$ cat config.mk
export PLATFORM = sky130hd
export DESIGN_NAME = uart_rx_sequencer
export DESIGN_NICKNAME = d
export VERILOG_FILES = /design/src/rtl/uart_rx_sequencer.sv
export SDC_FILE = /design/constraint.sdc
export NUM_CORES = 1
export LEC_CHECK = 0
export BUFFER_PORTS_ARGS = -buffer_cell sky130_fd_sc_hd__buf_2
export CAP_MARGIN = 20
export CORE_MARGIN = 3
export CORE_UTILIZATION = 48
export DETAILED_ROUTE_END_ITERATION = 10
export HOLD_SLACK_MARGIN = 0.02
export PLACE_DENSITY = 0.72
export RECOVER_POWER = 25
export SLEW_MARGIN = 0
export SYNTH_ARGS = -nofsm -noshare
export SYNTH_HDL_FRONTEND = slang
export SYNTH_SLANG_ARGS = --single-unit
$ cat constraint.sdc
create_clock -name clock_i -period 2 [get_ports clock_i]
set_clock_uncertainty 0.2 [all_clocks]
set_input_delay 0.3 -clock clock_i [delete_from_list [all_inputs] [get_ports clock_i]]
set_output_delay 0.3 -clock clock_i [all_outputs]
set_load 0.05 [all_outputs]
$ cat src/rtl/uart_rx_sequencer.sv
// Receive-side control FSM for the UART: synchronises rx, times bits with a
// baud counter and drives the SIPO shift register / bit counter datapath.
module uart_rx_sequencer #(
  parameter int CLKS_PER_BIT = 868,
  parameter int DATA_BITS    = 8
) (
  input  logic       clock_i,
  input  logic       reset_i,
  input  logic       rx_i,
  input  logic [3:0] rx_count_i,
  output logic       rx_en_o,
  output logic       rx_rst_o,
  output logic       rx_count_up_o,
  output logic       rx_count_clr_o,
  output logic       rx_valid_o,
  output logic       frame_err_o,
  output logic       busy_o
);

  localparam int BAUD_W = (CLKS_PER_BIT > 1) ? $clog2(CLKS_PER_BIT) : 1;
  localparam logic [BAUD_W-1:0] HALF_M1  = BAUD_W'(CLKS_PER_BIT / 2 - 1);
  localparam logic [BAUD_W-1:0] FULL     = BAUD_W'(CLKS_PER_BIT - 1);
  localparam logic [3:0]        LAST_BIT = 4'(DATA_BITS - 1);

  typedef enum logic [2:0] {
    IDLE,
    START,
    DATA,
    STOP,
    BREAK
  } state_e;

  state_e            state_q, state_d;
  logic [BAUD_W-1:0] baud_q, baud_d;
  logic              rx_meta_q, rx_s_q;
  logic              valid_q, valid_d;
  logic              ferr_q, ferr_d;
  logic              baud_half, baud_full;

  // Two-flop synchroniser; idles high so reset never looks like a start bit.
  always_ff @(posedge clock_i) begin
    if (reset_i) begin
      rx_meta_q <= 1'b1;
      rx_s_q    <= 1'b1;
    end else begin
      rx_meta_q <= rx_i;
      rx_s_q    <= rx_meta_q;
    end
  end

  always_ff @(posedge clock_i) begin
    if (reset_i) begin
      state_q <= IDLE;
      baud_q  <= '0;
      valid_q <= 1'b0;
      ferr_q  <= 1'b0;
    end else begin
      state_q <= state_d;
      baud_q  <= baud_d;
      valid_q <= valid_d;
      ferr_q  <= ferr_d;
    end
  end

  assign baud_half = (baud_q == HALF_M1);
  assign baud_full = (baud_q == FULL);

  always_comb begin
    state_d        = state_q;
    valid_d        = 1'b0;
    ferr_d         = 1'b0;
    rx_en_o        = 1'b0;
    rx_count_up_o  = 1'b0;
    rx_rst_o       = 1'b0;
    rx_count_clr_o = 1'b0;
    unique case (state_q)
      IDLE: begin
        if (!rx_s_q) begin
          state_d        = START;
          rx_rst_o       = 1'b1;
          rx_count_clr_o = 1'b1;
        end
      end
      START: begin
        if (baud_half) begin
          state_d = rx_s_q ? IDLE : DATA;
        end
      end
      DATA: begin
        if (baud_full) begin
          rx_en_o       = 1'b1;
          rx_count_up_o = 1'b1;
          // Exit is decided by the datapath's count, not a private copy.
          if (rx_count_i == LAST_BIT) begin
            state_d = STOP;
          end
        end
      end
      STOP: begin
        if (baud_full) begin
          if (rx_s_q) begin
            valid_d = 1'b1;
            state_d = IDLE;
          end else begin
            ferr_d  = 1'b1;
            state_d = BREAK;
          end
        end
      end
      BREAK: begin
        if (rx_s_q) begin
          state_d = IDLE;
        end
      end
      default: state_d = IDLE;
    endcase
  end

  // Wrapping at FULL keeps consecutive data samples exactly one bit apart
  // even when CLKS_PER_BIT is not a power of two.
  always_comb begin
    baud_d = baud_q + BAUD_W'(1);
    if ((state_d != state_q) || (state_q == IDLE) || baud_full) begin
      baud_d = '0;
    end
  end

  assign rx_valid_o  = valid_q;
  assign frame_err_o = ferr_q;
  assign busy_o      = (state_q != IDLE);

endmodule
==> impl_metrics.yaml <==
yosys:
  synth_top_family_by_area: "simple AND/OR/NAND/NOR gates"
  yosys_warnings: 0
  avgSynthCellArea_um2: 9.60
  synth_fa_ha_area_share_pct: 2.93
  synth-edff-count: 0
  syn_area_um2: 855
  synthXorXnorAreaFrac_pct: 7.17
  muxShareOfSynthArea_pct: 0
  synth_cell_types: 36
  async_flop_share_pct: 0
  syn_inst: 89
  synth_compound_area_share_pct: 15.1
  syn_nets: 98
  yosys.area_share.simple_pct: 31.5
  seq_area_frac_synth_pct: 39.8
  ys_ff_latch: 17
  synthFlopType: "dfxtp_1"
critical_path:
  r2r-start: "baud_q[0]$_SDFF_PP0_"
  cp_max_fo: 2
  worstSetupStartpointType: "register"
  crit_arrival_ns: 1.52
  endpoint: "rx_count_up_o"
  endpoint_kind: "output pin"
  setup.worst_path.start: "baud_q[0]$_SDFF_PP0_"
  crit_chain: "ha_4, and4bb_1, nand4_4, nor3_4, buf_6"
  criticalPathCategory: "reg2out"
  regToRegSetupSlack_ns: 0.05
  reg2reg_to: "state_q[0]$_SDFF_PP0_"
  r2r_cells: 6
  cp_slowest_cell: "dfxtp_4"
  max_stage_delay_ns: 0.37
  required_ns: 1.50
timing:
  worst_slew_pin_slew_ns: 0.595
  slew_headroom_pct: 60.5
  min_period_ns: 2.02
  hold_violations: 0
  fmax_mhz: 495
  final_max_slew_viol_count: 0
  setup_ws_ns: -0.0207
  setup_viol: 2
  period_share_pct: 101
  rsz0062_at_grt: "true"
pwr:
  p_leak_nw: 0.392
  ir_worst_vdd_mv: 0.531
  p_per_area_mw_per_mm2: 575
clock_network:
  clk_path_buf_depth: 2
  clk_pin_slew_ns: 0.10
  insertion_delay_ns: 0.29
  cts_buffers: 3
  clock_sinks: 17
  clockRootBuffer: "clkbuf_4"
  cts_tree: "yes"
  ctsHtreeMaxLevel: 1
final_layout:
  drive_above_1_share_pct: 37.7
  area_delta_synth_final_pct: 32.2
  layoutNonFillerInstCount: 138
  layout_commonest_cell: "dfxtp_1"
  utilization_pct: 70.9
  layout.nets: 124
  most-common-layout-cells: "dfxtp_1 (13), buf_4 (10), buf_2 (8)"
  diodes: 0
route:
  drc: 0
  ant_nets: 0
  drtPass1Iterations: 4
  drtIter0Drc: 28
  wl_um: 1970
  vias: 769
  viasPerCell: 5.57
  wl_per_cell_um: 14.3
placed_design:
  io_buffers: 13
  gp_congestion: 0.857
  dp_cells: 129
  dp_hpwl_um: 1380
hold_path:
  min_path_type: "in2reg"
  hold_depth: 2
status:
  violations: "setup timing"
  outcome: "complete, but fails checks"
die:
  die_x_um: 48.2
  initial_utilization_pct: 53.6
  fp.dieH_um: 48.2
  core_mm2: 0.00159
  die_area_mm2: 0.00232
  rows: 14
  ioPinCount: 14
run:
  drv_cap: 0
global_routing:
  grt_pass1_wl_um: 3080
  grt_overflow: 0
  first_global_vias: 655
  grtUsageTotal_pct: 19.5
  antenna_found_initial: 0
  grt_max_degree: 11
[cells by family (layout without fill, tap and decap cells)]
group           after synthesis  in the layout
compound gates               17             17
xor+xnor                      7              7
fa+ha+maj                     2              2
buf+inv                       6             31
flops                        17             17
simple gates                 40             40
[sequential cells by signal, indices dropped and copies added (netlist names)]
name,cells
baud_q,10
state_q,3
frame_err_o,1
rx_meta_q,1
rx_s_q,1
rx_valid_o,1
[repair_timing]
item | in CTS | in global routing
hold endpoints to repair | 1 | 0
buffers inserted | 3 | 1
pin swaps | 2 | 4
hold buffers | 1 | 0
endpoints found under the setup margin | 2 | 13
gates resized for setup | 8 | 6
[metal layers]
metal	vias up	track usage [%]	part of all wire [%]
met2	31	30.2	47
li1	384	-	-
met1	350	26.4	46
met3	4	4.80	6.5
met5	-	0	0
met4	0	6.45	1.0
[cells in the mapped netlist (2+ instances only)]
| cell | number | area share [%] |
|---|---|---|
| inv_1 | 3 | 1.3 |
| or2_2 | 2 | 1.5 |
| dfxtp_1 | 17 | 40 |
| nand3_1 | 5 | 2.9 |
| a21oi_1 | 3 | 1.8 |
| o21ai_0 | 2 | 1.2 |
| ha_1 | 2 | 2.9 |
| xor2_1 | 2 | 2.1 |
| nor3_1 | 4 | 2.3 |
| a211oi_1 | 7 | 6.1 |
| nor2_1 | 6 | 2.6 |
| nand2_1 | 4 | 1.8 |
| buf_4 | 2 | 1.8 |
| xnor2_1 | 5 | 5.1 |
| or3_1 | 4 | 2.9 |
[layout make-up]
class                           instances  area (µm²)
Clock buffer                            4        26.3
Fill cell                             122         464
Inverter                                3        11.3
Multi-Input combinational cell         66         548
Sequential cell                        17         348
Tap cell                               24        30.0
Timing Repair Buffer                   24         166
[where the power goes]
group / switching [mW] / leakage, nW / total [mW] / internal (mW)
combinational: 0.0635 / 0.237 / 0.109 / 0.0457
sequential: 0.0101 / 0.140 / 0.355 / 0.345
clock: 0.108 / 0.0150 / 0.185 / 0.0776
total: 0.181 / 0.392 / 0.650 / 0.468
[stage by stage]
| step | total power [mW] | TNS (ns) | hold WS (ns) | setup slack [ns] | instance area, µm² |
|---|---|---|---|---|---|
| final | 0.650 | -0.0397 | 0.0648 | -0.0207 | 1130 |
| after floorplan | 0.422 | -0.120 | 0.165 | -0.120 | 896 |
| after detailed placement | 0.461 | 0 | 0.199 | 0.0822 | 1010 |
| after CTS | 0.643 | -0.167 | 0.0542 | -0.0835 | 1100 |
| after global placement | 0.459 | 0 | 0.192 | 0.130 | 1010 |
| after global routing | 0.678 | -0.220 | 0.0617 | -0.106 | 1130 |
[worst max-delay path, delay by kind of cell, from the launching register on]
| family | cells | cell delay (ns) |
|---|---|---|
| adder cells (fa/ha/maj) | 1 | 0.13 |
| buffers and inverters | 1 | 0.19 |
| flip-flops | 1 | 0.37 |
| AND/OR/NAND/NOR | 3 | 0.54 |
[how the worst min path moves through the flow]
| stage | startpoint | endpoint | slack, ns |
|---|---|---|---|
| detailed placement | rx_meta_q$_SDFF_PP1_ | rx_s_q$_SDFF_PP1_ | 0.20 |
| CTS | reset_i | state_q[2]$_SDFF_PP0_ | 0.05 |
| global placement | rx_meta_q$_SDFF_PP1_ | rx_s_q$_SDFF_PP1_ | 0.19 |
| floorplan | reset_i | state_q[2]$_SDFF_PP0_ | 0.16 |
| global route | reset_i | state_q[0]$_SDFF_PP0_ | 0.06 |
| finish | reset_i | state_q[2]$_SDFF_PP0_ | 0.06 |
Power figures use the tool's default switching activity.
